## src/rtl/game_flow_ctrl.sv

```systemverilog
// game_flow_ctrl: debounced button front end and game state / song selection controller
module game_flow_ctrl #(
  parameter int N_BTN         = 3,
  parameter int DEB_CYCLES    = 4,
  parameter int N_SONGS       = 3,
  parameter int SEL_W         = 2,
  parameter int WRAP          = 1,
  parameter int COUNTDOWN_CYC = 16,
  parameter int IDLE_TIMEOUT  = 0
) (
  input  logic             clk,
  input  logic             rst,
  input  logic             finish,
  input  logic [N_BTN-1:0] btn,
  output logic [N_BTN-1:0] btn_pulse,
  output logic [SEL_W-1:0] song_select,
  output logic [SEL_W-1:0] song_confirm,
  output logic [2:0]       state
);
  typedef enum logic [2:0] {START, MENU, COUNTDOWN, PLAY, PAUSE, FINISH} state_t;
  localparam int DW   = $clog2(DEB_CYCLES + 1);
  localparam int CMAX = (COUNTDOWN_CYC > IDLE_TIMEOUT) ? COUNTDOWN_CYC : IDLE_TIMEOUT;
  localparam int CW   = $clog2(CMAX + 1);
  logic [N_BTN-1:0] s1, s2, deb, deb_d;
  logic [DW-1:0]    dcnt [N_BTN];
  state_t           st, nxt;
  logic [CW-1:0]    cnt;
  logic [SEL_W-1:0] sel_dn, sel_up;
  logic             p, n, c;
  assign p     = btn_pulse[0];
  assign n     = btn_pulse[1];
  assign c     = btn_pulse[2];
  assign state = st;
  always_ff @(posedge clk) begin
    if (!rst) begin
      s1        <= '0;
      s2        <= '0;
      deb       <= '0;
      deb_d     <= '0;
      btn_pulse <= '0;
      for (int i = 0; i < N_BTN; i++) dcnt[i] <= '0;
    end else begin
      s1        <= btn;
      s2        <= s1;
      deb_d     <= deb;
      btn_pulse <= deb & ~deb_d;
      for (int i = 0; i < N_BTN; i++)
        if (s2[i] == deb[i]) dcnt[i] <= '0;
        else if (dcnt[i] == DW'(DEB_CYCLES - 1)) begin
          dcnt[i] <= '0;
          deb[i]  <= ~deb[i];
        end else dcnt[i] <= dcnt[i] + 1'b1;
    end
  end
  // prev beats countdown expiry, finish beats confirm, confirm beats idle expiry
  always_comb begin
    nxt = START;
    case (st)
      START:     nxt = |btn_pulse ? MENU : START;
      MENU:      nxt = c ? COUNTDOWN : MENU;
      COUNTDOWN: nxt = p ? MENU : (cnt == CW'(COUNTDOWN_CYC - 1)) ? PLAY : COUNTDOWN;
      PLAY:      nxt = finish ? FINISH : c ? PAUSE : PLAY;
      PAUSE:     nxt = c ? PLAY : p ? MENU : PAUSE;
      FINISH:    nxt = c ? MENU :
                       (IDLE_TIMEOUT != 0 && cnt == CW'(IDLE_TIMEOUT - 1)) ? START : FINISH;
      default:   nxt = START;
    endcase
  end
  always_comb begin
    sel_dn = (song_select == SEL_W'(1)) ? ((WRAP != 0) ? SEL_W'(N_SONGS) : SEL_W'(1))
                                        : song_select - 1'b1;
    sel_up = (song_select == SEL_W'(N_SONGS)) ? ((WRAP != 0) ? SEL_W'(1) : SEL_W'(N_SONGS))
                                              : song_select + 1'b1;
  end
  always_ff @(posedge clk) begin
    if (!rst) begin
      st           <= START;
      cnt          <= '0;
      song_select  <= SEL_W'(1);
      song_confirm <= '0;
    end else begin
      st           <= nxt;
      cnt          <= (nxt != st) ? '0 : cnt + 1'b1;
      song_confirm <= (st == MENU && c) ? song_select : '0;
      if (st == MENU && (p ^ n) && !c) song_select <= p ? sel_dn : sel_up;
    end
  end
endmodule

```

## config.mk

```make
export PLATFORM = sky130hd
export DESIGN_NAME = game_flow_ctrl
export DESIGN_NICKNAME = d
export VERILOG_FILES = /design/src/rtl/game_flow_ctrl.sv
export SDC_FILE = /design/constraint.sdc
export NUM_CORES = 1
export LEC_CHECK = 0
export ABC_CLOCK_PERIOD_IN_PS = 2200
export CORE_AREA = 3 3 59 61
export CTS_CLUSTER_DIAMETER = 40
export DETAILED_ROUTE_END_ITERATION = 12
export DIE_AREA = 0 0 62 64
export PLACE_DENSITY_LB_ADDON = 0.12
export REMOVE_ABC_BUFFERS = 1
export SLEW_MARGIN = 10
export SYNTH_ARGS = -nofsm -noshare
export SYNTH_HDL_FRONTEND = slang
export SYNTH_SLANG_ARGS = --single-unit
```

## constraint.sdc

```tcl
create_clock -name clk -period 2.2 [get_ports clk]
set_input_delay 0.22 -clock clk [delete_from_list [all_inputs] [get_ports clk]]
set_output_delay 0.22 -clock clk [all_outputs]
set_load 0.1 [all_outputs]
```

## After elaboration in Yosys (flattened, before gate mapping)

Memory sizes are Yosys's and may differ from the RTL's.
Index checks and enable logic that the tools add are counted.

| storage, ports and cells | value |
|---|---|
| bits in registers | 27 |
| memory bits (writable) | 9 |
| bits of input ports | 6 |
| output and inout bits | 10 |
| logic and storage cells | 119 |
| memories | 1 |

Memory list:

| name | words | width | read ports | clocked after Yosys merged registers in | wr ports | line | text |
|---|---|---|---|---|---|---|---|
| dcnt | 3 | 3 | 3 | 0 | 3 | 25 | `logic [DW-1:0] dcnt [N_BTN];` |

| cells by class | value |
|---|---|
| add/sub/neg operators | 6 |
| equality and inequality tests | 15 |
| multiplexer cells | 56 |
| bitwise gates (word level) | 19 |
| reduce and logical (&&, ||, !) cells | 11 |

Operators by type and width:

| operator | count |
|---|---|
| $mux W3 | 14 |
| $mux W1 | 36 |
| $pmux W3 S6 | 1 |
| $eq A3 B2 Y1 const B | 5 |
| $mux W2 | 5 |
| $add A3 B1 Y3 const B | 3 |
| $or A1 B1 Y1 | 9 |
| $reduce_and A2 Y1 | 4 |
| $not A1 Y1 | 7 |
| $eq A3 B3 Y1 const B | 2 |
| $add A5 B1 Y5 const B | 1 |
| $eq A5 B4 Y1 const B | 1 |
| $and A3 B3 Y3 | 1 |
| $eq A1 B1 Y1 | 3 |
| $eq A3 B1 Y1 const B | 1 |
| $logic_and A1 B1 Y1 | 3 |
| $logic_not A3 Y1 | 1 |
| $ne A3 B3 Y1 | 1 |
| $not A3 Y3 | 1 |
| $reduce_or A3 Y1 | 1 |
| $add A2 B1 Y2 const B | 1 |
| $eq A2 B1 Y1 const B | 1 |
| $eq A2 B2 Y1 const B | 1 |
| $reduce_or A2 Y1 | 1 |
| 3 further kinds | 3 |

## Longest topological paths before layout

| depth | value |
|---|---|
| depth after elaboration | 7 |
| depth in mapped cells | 7 |
| depth with buffers taken out | 7 |

## Least setup slack after synthesis

No wires, ideal clock.

| timing path | value |
|---|---|
| path type | register to register |
| from | reg st[2], in the netlist state[2] |
| to | reg st[0], in the netlist state[0] |
| arrival time | 1.964 ns |
| required time | 2.080 ns |
| slack | 0.116 ns |
| cell stages (with the launch flop) | 5 |
| clock period less this slack | 2.084 ns |
| cell sequence | dfxtp_1 inv_1 mux2i_1 o21a_1 o31a_1 |

| on the way | value |
|---|---|
| longest elaborated chain between the ends | 2 |
| elaborated cells between the ends (all ways) | 7 |

RTL lines:

| element | line | text |
|---|---|---|
| start, declared | 26 | `state_t st, nxt;` |
| start signal, assigned | 82 | `st <= nxt;` |
| $eq A3 B3 Y1 (tied with other cells) | 58 | `case (st)` |
| $pmux W3 S6 (*) | 58 |  |

Every way passes the cells marked *; elsewhere a longest branch is shown, timed or not.
A chain may end at the register's enable or synchronous reset.

## Final worst setup path

| timing path | value |
|---|---|
| from | reg cnt[0] |
| to | reg cnt[1] |

| on the way | value |
|---|---|
| longest elaborated chain between the ends | 6 |
| elaborated cells between the ends (all ways) | 7 |

RTL lines:

| element | line | text |
|---|---|---|
| start, declared | 27 | `logic [CW-1:0] cnt;` |
| start signal, assigned | 83 | `cnt <= (nxt != st) ? '0 : cnt + 1'b1;` |
| $eq A5 B4 Y1 | 61 | `COUNTDOWN: nxt = p ? MENU : (cnt == CW'(COUNTDOWN_CYC - 1)) ? PLAY : COUNTDOWN;` |
| $mux W1 | 61 |  |
| $mux W2 | 61 |  |
| $pmux W3 S6 | 58 |  |
| $ne A3 B3 Y1 | 83 |  |
| $reduce_or A2 Y1 (no line) | -- |  |

Parallel ways exist; a longest one is shown, timed or not.

==> results.yml <==
worst_hold_path:
  holdPathEnd: "btn_pulse[0]$_SDFF_PN0_"
  hold_start: "deb_d[0]$_SDFF_PN0_"
  hold_path_depth: 1
  worstHoldPathType: "reg2reg"
timing:
  drv_slew: 0
  hold_viol: 0
  skew_ns: 0.01275
  fin_tns_setup_ns: 0
  period_needed_ns: 1.845
  fmax_ghz: 0.5420
  rsz0062_at_grt: "false"
  hold_slack_ns: 0.3962
  setup_violations: 0
  tightest_slew_ns: 0.6661
  period_share_pct: 83.86
  final.setup.worst_slack_ns: 0.3550
  maxSlewHeadroom_pct: 55.12
critical_path:
  crit_chain: "ha_1, and3_1, ha_1, or2_1, a32oi_2, o211ai_2, nor4b_2"
  worstPathArrival_ns: 2.10
  required_ns: 2.46
  path_max_fanout: 4
  cpPeakStageDelay_ns: 0.34
  start_kind: "flop"
  ff2ff_path_depth: 7
  worst_setup_path_end_kind: "flop"
  cpMostUsedCell: "ha_1"
  slowest_stage: "dfxtp_1"
  r2r-start: "cnt[0]$_SDFF_PP0_"
  critPathKind: "reg2reg"
  r2r_end: "cnt[1]$_SDFF_PP0_"
  rrSetupSlack_ns: 0.35
floorplan:
  die_h_um: 64
  io_pins: 16
  coreArea_mm2: 0.003028
  die_w_um: 62
  initial_utilization_pct: 53.18
  rows: 20
  die_area_mm2: 0.003968
global_route:
  antenna_found_initial: 0
  grt_max_degree: 22
  grt-ovfl-total: 0
  gr-usage-all-layers_pct: 15.78
  grt_pass1_vias: 1062
  grt_pass1_wl_mm: 4.519
cells_and_area:
  design_area_mm2: 0.001896
  fin_nets: 197
  fin_cells: 224
  drive_gt1_share_pct: 14.44
  utilization_pct: 62.60
  area_growth_pct: 17.72
  num-fill-cells: 255
  diodes: 0
route:
  drc: 0
  drt_wl_total_mm: 2.618
  first_pass_iters: 4
  vias: 1111
  via_per_inst: 4.960
  drt_iter0_drc: 38
  wl_per_cell_um: 11.69
  drtAntennaViolNets: 0
synth:
  ys_ff_latch: 36
  async_flop_share_pct: 0
  netlist.area_leader.share_pct: 33.57
  synthCells: 152
  yosysSeqAreaShare_pct: 50.35
  ys_types: 38
  netlist.top_cell.by_area: "dfxtp_1"
  ys.warnings.count: 0
  synth_edf_count: 9
  ys.flop_type: "dfxtp_1"
  syn_area_per_cell_um2: 10.59
  mappedNetlistArea_mm2: 0.001610
  synth_area_leaders: "dfxtp_1 34%, edfxtp_1 17%, ha_1 9.3%"
clocking:
  postCtsSetupBuffers: 0
  clock_latency_ns: 0.35
  clock_path_buffers: 2
  htree_num_levels: 2
  root_buffer: "clkbuf_4"
  cts_tree: "built"
  postCtsHoldBufs: 0
  cts_resized: 0
  cts.sinks: 36
  numCtsBuffers: 5
  clkSlewWorstSetupHoldPaths_ns: 0.12
power:
  ir_drop_mv: 0.5184
  fin_total_pwr_mw: 1.242
  power.static_leakage_nw: 0.8313
  power.density_mw_per_mm2: 655.2
placed_design:
  gp_congestion: 0.8728
  hpwlAfterDp_mm: 1.989
  dpl_cell_area_mm2: 0.001812
  placedCellCount: 216
  pre_cts_ws_ns: 0.3728
  io_buffers: 15
job:
  maxCapViolCount: 0
status:
  status: "complete, no violations"
layout make-up:
cell class	instances	area, um2	area share (%)
inverter	13	48.80	2.574
sequential	36	810.8	42.77
clock buffer	5	37.54	1.980
clock inverter	3	46.29	2.442
timing repair buffer	16	132.6	6.997
tap	44	55.05	2.904
multi-input combinational	107	764.5	40.33
sequential cells by signal (all words and copies together) (netlist names):
register      count
btn_pulse         3
cnt               5
dcnt              9
deb               3
deb_d             3
s1                3
s2                3
song_confirm      2
song_select       2
state             3
routing by layer:
layer | track usage (%) | up-vias | routed length (um)
li1 | - | 560 | -
met3 | 7.273 | 5 | 141
met5 | 0 | - | 0
met1 | 17.37 | 523 | 1097
met2 | 25.91 | 23 | 1327
met4 | 5.570 | 0 | 51
critical path, delay by kind of cell, from the launching register on:
family / cells / cell delay [ns]
compound gates: 2 / 0.40
fa+ha+maj: 2 / 0.38
flops: 1 / 0.34
simple gates: 3 / 0.64
cells in the final DEF, fill, tap and decap left out, drive strengths merged, types with 3 or more instances in the layout:
master         synthesis  routed
nor4                   3       3
nor2                  17      17
clkbuf                 3       5
o21ai                  3       3
conb                   1       9
mux2i                  6       6
nor2b                 12      12
buf                    1      11
xor2                   3       3
dfxtp                 27      27
ha                    12      12
nand3                  3       3
nand3b                 3       3
and2                  10      10
inv                   13      14
edfxtp                 9       9
clkdlybuf4s50          0       5
worst max path at each step:
stage	start	endpoint	slack, ns	cells past startpoint
floorplan	state[2]$_SDFF_PN0_	state[0]$_SDFF_PN0_	0.11	4
global placement	cnt[0]$_SDFF_PP0_	cnt[1]$_SDFF_PP0_	0.41	7
detailed placement	cnt[0]$_SDFF_PP0_	cnt[1]$_SDFF_PP0_	0.37	7
CTS	cnt[0]$_SDFF_PP0_	cnt[1]$_SDFF_PP0_	0.35	7
global route	cnt[0]$_SDFF_PP0_	cnt[4]$_SDFF_PP0_	0.21	7
finish	cnt[0]$_SDFF_PP0_	cnt[1]$_SDFF_PP0_	0.35	7
report_power, final:
part	switching, mW	internal (mW)	leakage (nW)
sequential	0.0102	0.697	0.312
combinational	0.0316	0.0302	0.477
clock	0.231	0.243	0.0418
total	0.272	0.969	0.831
cell usage after synthesis (3+ instances only):
cell / n
clkbuf_1: 3
o21ai_0: 3
and2_1: 10
edfxtp_1: 9
ha_1: 12
nand3_1: 3
nand3b_1: 3
inv_1: 13
nor2b_1: 11
mux2i_1: 6
nor2_1: 17
xor2_1: 3
dfxtp_1: 27
cells by family (layout without fill, tap and decap cells):
logic type                 count (synthesis)  count (layout)  share of synthesized area (%)
and+or+nand+nor                           58              58                          20.82
DFF                                       36              36                          50.35
buffers and inverters                     17              37                          4.040
AOI/OAI and AO/OA                         16              16                          8.081
adders and majority gates                 12              12                          9.324
muxes                                      7               7                          4.429
xor gates and xnor gates                   5               5                          2.720
other                                      1               9                         0.2329
(Power assumes the default switching activity.)
